===== src/rtl/input_conditioner_pkg.sv =====
// input_conditioner_pkg: shared constants for the input conditioner
package input_conditioner_pkg;
  localparam int N_CH = 4;
  localparam int GLITCH_CNT_W = 8;
  localparam logic [GLITCH_CNT_W-1:0] GLITCH_SAT = 8'hFF;
endpackage


===== src/rtl/input_conditioner_if.sv =====
// input_conditioner_if: raw inputs, conditioned levels/pulses and glitch diagnostics
interface input_conditioner_if
  import input_conditioner_pkg::*;
#(
  parameter int N = N_CH
);
  logic [N-1:0] raw_i;
  logic [N-1:0] clean_o;
  logic [N-1:0] rise_o;
  logic [N-1:0] fall_o;
  logic glitch_clr;
  logic [GLITCH_CNT_W-1:0] glitch_cnt_o;
  modport master (output raw_i, glitch_clr, input clean_o, rise_o, fall_o, glitch_cnt_o);
  modport slave (input raw_i, glitch_clr, output clean_o, rise_o, fall_o, glitch_cnt_o);
endinterface


===== src/rtl/debounce_ch.sv =====
// debounce_ch: one channel of 2-flop sync, debounce counter, clean level and edge pulses
module debounce_ch #(
  parameter int DEBOUNCE_CYCLES = 8,
  parameter logic RST_VAL = 1'b0
) (
  input  logic clk,
  input  logic n_rst,
  input  logic raw,
  output logic clean,
  output logic rise,
  output logic fall,
  output logic glitch_evt
);
  localparam int CW = $clog2(DEBOUNCE_CYCLES);
  localparam logic [CW-1:0] LAST = CW'(DEBOUNCE_CYCLES - 1);
  logic sync1, sync2, diff, accept;
  logic [CW-1:0] cnt;
  assign diff = sync2 != clean;
  assign accept = diff && cnt == LAST;
  // a partial count abandoned because the level fell back is a rejected glitch
  assign glitch_evt = !diff && |cnt;
  always_ff @(posedge clk or negedge n_rst)
    if (!n_rst) begin
      sync1 <= RST_VAL;
      sync2 <= RST_VAL;
      clean <= RST_VAL;
      cnt <= '0;
      rise <= 1'b0;
      fall <= 1'b0;
    end else begin
      sync1 <= raw;
      sync2 <= sync1;
      cnt <= (diff && !accept) ? cnt + 1'b1 : '0;
      clean <= accept ? sync2 : clean;
      rise <= accept && sync2;
      fall <= accept && !sync2;
    end
endmodule


===== src/rtl/input_conditioner.sv =====
// input_conditioner: per-channel sync/debounce with a shared saturating glitch counter
module input_conditioner
  import input_conditioner_pkg::*;
#(
  parameter int N_CH = input_conditioner_pkg::N_CH,
  parameter int DEBOUNCE_CYCLES = 8,
  parameter logic [N_CH-1:0] RST_VAL = '0
) (
  input logic clk,
  input logic n_rst,
  input_conditioner_if.slave bus
);
  logic [N_CH-1:0] clean, rise, fall, evt;
  logic [GLITCH_CNT_W-1:0] glitch_cnt;
  logic [GLITCH_CNT_W:0] sum;
  for (genvar i = 0; i < N_CH; i++) begin : g_ch
    debounce_ch #(
      .DEBOUNCE_CYCLES(DEBOUNCE_CYCLES),
      .RST_VAL(RST_VAL[i])
    ) u_ch (
      .clk(clk),
      .n_rst(n_rst),
      .raw(bus.raw_i[i]),
      .clean(clean[i]),
      .rise(rise[i]),
      .fall(fall[i]),
      .glitch_evt(evt[i])
    );
  end
  // one spare bit so overflow is visible before clamping
  assign sum = {1'b0, glitch_cnt} + (GLITCH_CNT_W + 1)'($countones(evt));
  always_ff @(posedge clk or negedge n_rst)
    if (!n_rst) glitch_cnt <= '0;
    else glitch_cnt <= bus.glitch_clr ? '0 : (sum > {1'b0, GLITCH_SAT}) ? GLITCH_SAT : sum[GLITCH_CNT_W-1:0];
  assign bus.clean_o = clean;
  assign bus.rise_o = rise;
  assign bus.fall_o = fall;
  assign bus.glitch_cnt_o = glitch_cnt;
endmodule


===== src/flat_wrapper.sv =====
// flat-port wrapper written by rule: the top's interface ports become plain ports
module input_conditioner_flat import input_conditioner_pkg::*;
#(
  parameter int N_CH = input_conditioner_pkg::N_CH,
  parameter int DEBOUNCE_CYCLES = 8,
  parameter logic [N_CH-1:0] RST_VAL = '0
)
  (clk, n_rst, bus_raw_i, bus_glitch_clr, bus_clean_o, bus_rise_o, bus_fall_o, bus_glitch_cnt_o);
  input_conditioner_if #(.N((4))) bus_i ();
  input logic clk;
  input logic n_rst;
  input wire logic [$bits(bus_i.raw_i)-1:0] bus_raw_i;
  input wire logic [$bits(bus_i.glitch_clr)-1:0] bus_glitch_clr;
  output wire logic [$bits(bus_i.clean_o)-1:0] bus_clean_o;
  output wire logic [$bits(bus_i.rise_o)-1:0] bus_rise_o;
  output wire logic [$bits(bus_i.fall_o)-1:0] bus_fall_o;
  output wire logic [$bits(bus_i.glitch_cnt_o)-1:0] bus_glitch_cnt_o;
  assign bus_i.raw_i = bus_raw_i;
  assign bus_i.glitch_clr = bus_glitch_clr;
  assign bus_clean_o = bus_i.clean_o;
  assign bus_rise_o = bus_i.rise_o;
  assign bus_fall_o = bus_i.fall_o;
  assign bus_glitch_cnt_o = bus_i.glitch_cnt_o;
  input_conditioner #(.N_CH(N_CH), .DEBOUNCE_CYCLES(DEBOUNCE_CYCLES), .RST_VAL(RST_VAL)) u_core (.clk(clk), .n_rst(n_rst), .bus(bus_i));
endmodule

===== config.mk =====
export PLATFORM = sky130hd
export DESIGN_NAME = input_conditioner_flat
export DESIGN_NICKNAME = d
export VERILOG_FILES = /design/src/rtl/input_conditioner_pkg.sv /design/src/rtl/input_conditioner_if.sv /design/src/rtl/debounce_ch.sv /design/src/rtl/input_conditioner.sv /design/src/flat_wrapper.sv
export SDC_FILE = /design/constraint.sdc
export NUM_CORES = 1
export LEC_CHECK = 0
export CORE_ASPECT_RATIO = 1.5
export CORE_UTILIZATION = 39
export DETAILED_ROUTE_END_ITERATION = 7
export PLACE_DENSITY_LB_ADDON = 0.1
export SYNTH_ARGS = -nofsm -noshare
export SYNTH_HDL_FRONTEND = slang
export SYNTH_HIERARCHICAL = 1
export SYNTH_SLANG_ARGS = --single-unit

===== constraint.sdc =====
create_clock -name clk -period 3.5 [get_ports clk]
set_input_delay 0.35 -clock clk [delete_from_list [all_inputs] [get_ports clk]]
set_output_delay 0.35 -clock clk [all_outputs]
set_load 0.02 [all_outputs]

==> metrics.cfg <==
[routing]
vias=1157
drc_errors=6
routed_wl_um=3080
vias_per_cell=5.119
dr.pass1.iters=6
first_iter_violations=38
wl_per_cell_um=13.63
final_antenna_net_count=0

[finish]
area_growth_pct=21.50
layout.nets=203
drive_above_1_share_pct=7.778
regArea_mm2=0.001001
n_antenna_cell=0
nFillCells=397
multi_input_comb_area_um2=660.6

[synth]
ys_types=28
synth_warnings=6
synth_most_common_cell=dfrtp_1
synthTopCellsByArea=dfrtp_1 57%, ha_1 9.2%, inv_1 5.1%
synth.largest_area_cell=dfrtp_1
synthCells=149
synth_seq_cells=40
synth.avg_cell_area_um2=11.83
ys_top_cells_by_count=40 x dfrtp_1, 24 x inv_1, 13 x ha_1
synthesis.nets=172
yosysSeqAreaShare_pct=56.78
synth_top_area_share_pct=56.78
async_flop_share_pct=100.0
syn_area_mm2=0.001763
synth_enable_flop_cells=0
synth_flop_cell=dfrtp_1

[status]
status=complete, but fails checks
violations=design-rule violations

[clock_network]
clk_transition_reported_paths_ps=70
clock_sinks=40
cts_max_level=2
root_buffer=clkbuf_8
cts_buffers=5
ctsHoldBuffers=0
cts_tree=done
clockBufferDepth=2
post_cts_resized=0
clk_latency_ps=280
post_cts_buffers=0

[die]
core_area_mm2=0.004282
rows=29
fp.dieH_um=84.35
ios=27
start_util_pct=41.17
die_w_um=56.90
die-area_mm2=0.004799

[hold_path]
min_path_type=input port to asynchronous set/reset pin

[global_routing]
grt_pass1_vias=1233
grtUsageTotal_pct=14.46
grt_pass1_wl_um=5388
grt_max_degree=41
grt-ovfl-total=0
antenna_found_initial=0

[place]
port_buffers=26
place_congestion=0.8317
post-dp-hpwl_um=2134

[flow_run]
max_cap_violations=0

[timing]
skew_ps=4.694
period_share_pct=91.07
setup_violations=0
worstMarginPinSlew_ps=897.4
finalSetupTns_ps=0
max-slew-margin-rel_pct=40.17
rsz0062_at_grt=false
finalCriticalPeriod_ps=3187
max_freq_mhz=313.7
hold_slack_ps=190.7
final_hold_viol_count=0
slew_violations=0

[power_and_ir_drop]
p_leak_nw=0.9715
p_per_area_mw_per_mm2=674.9
ir_drop_mv=0.2466

[critical_path]
critPathMaxFanout=7
cp.required_ps=3640
end_kind=flop
start_kind=flop
path_class=flop to flop
worstPathArrival_ps=3320

worst paths after layout:
check                                     startpoint                         end  slack [ps]  depth (start not counted)
max                        u_core/g_ch[2].u_ch/clean  u_core/bus.glitch_cnt_o[5]         310                         10
min                                            n_rst    u_core/g_ch[3].u_ch/rise         190                          1
max reg2reg                u_core/g_ch[2].u_ch/clean  u_core/bus.glitch_cnt_o[5]         310                         10
min reg2reg                u_core/g_ch[2].u_ch/sync1   u_core/g_ch[2].u_ch/sync2         350                          0
max in group asynchronous                      n_rst   u_core/g_ch[0].u_ch/clean        2740                          1
min in group clk           u_core/g_ch[2].u_ch/sync1   u_core/g_ch[2].u_ch/sync2         350                          0
where the power goes:
part           total [mW]  internal, mW  switching (mW)
sequential          0.637         0.555          0.0820
combinational       0.528         0.246           0.282
clock               0.280         0.135           0.145
total                1.45         0.936           0.509
through the flow:
stage	setup WS [ps]	area (um^2)	power (mW)	utilization, %	instances
final	312.5	2142	1.446	50.03	226
after global routing	91.93	2142	1.574	50.03	226
after CTS	335.8	2142	1.474	50.03	226
after detailed placement	431.1	2064	1.176	48.22	219
after global placement	515.3	2064	1.161	48.22	219
after floorplan	595.2	1763	0.9980	-	149
registers in the layout (all words and copies together) (netlist names):
| signal | flops |
|---|---|
| u_core/g_ch.u_ch/sync1 | 4 |
| u_core/g_ch.u_ch/sync2 | 4 |
| u_core/g_ch.u_ch/cnt | 12 |
| u_core/g_ch.u_ch/fall | 4 |
| u_core/g_ch.u_ch/clean | 4 |
| u_core/g_ch.u_ch/rise | 4 |
| u_core/bus.glitch_cnt_o | 8 |
layout make-up:
class / instances / share of cell area [%]
flip-flops and latches: 40 / 46.73
multi-input cells: 83 / 30.84
repair buffers: 26 / 11.92
inverters: 24 / 4.206
clock buffers: 6 / 3.388
well taps: 46 / 2.687
clock inverters: 1 / 0.2336
layout by cell type (no fill, tap or decap), types with 2 or more instances in the layout:
cell type and n:
a211oi_1 2, xnor2_1 5, a21boi_1 4, clkbuf_8 5, clkdlybuf4s50_1 25, a21oi_1 4, nor2_1 7, nand2_1 7
dfrtp_1 40, nor3b_1 12, fa_1 3, o21ai_0 6, inv_1 24, nor3_1 6, ha_1 13, and4_4 2
critical path, stage by stage, from the launching register on:
cell and delay [ps]:
dfrtp_1 420, xnor2_1 310, a21boi_1 240, fa_1 440
inv_1 80, fa_1 200, inv_1 60, fa_1 480
and4_4 210, a2111oi_0 480, a211oi_1 120
cells by family (layout without fill, tap and decap cells):
logic type                 after synthesis  after routing  synth area share, %
xor gates and xnor gates                 5              5                2.484
AOI/OAI and AO/OA                       22             22                8.942
buffers and inverters                   26             57                5.749
and+or+nand+nor                         40             40                13.42
DFF                                     40             40                56.78
adders and majority gates               16             16                12.63
per-layer routing:
metal	routed length (um)	part of all wire, %	vias up	track usage [%]
met5	0	0	-	0
met4	24	0.78	0	6.874
met3	89	2.9	2	2.773
met2	1670	54	28	25.88
met1	1295	42	575	16.11
li1	-	-	552	-
(Power assumes the default switching activity.)
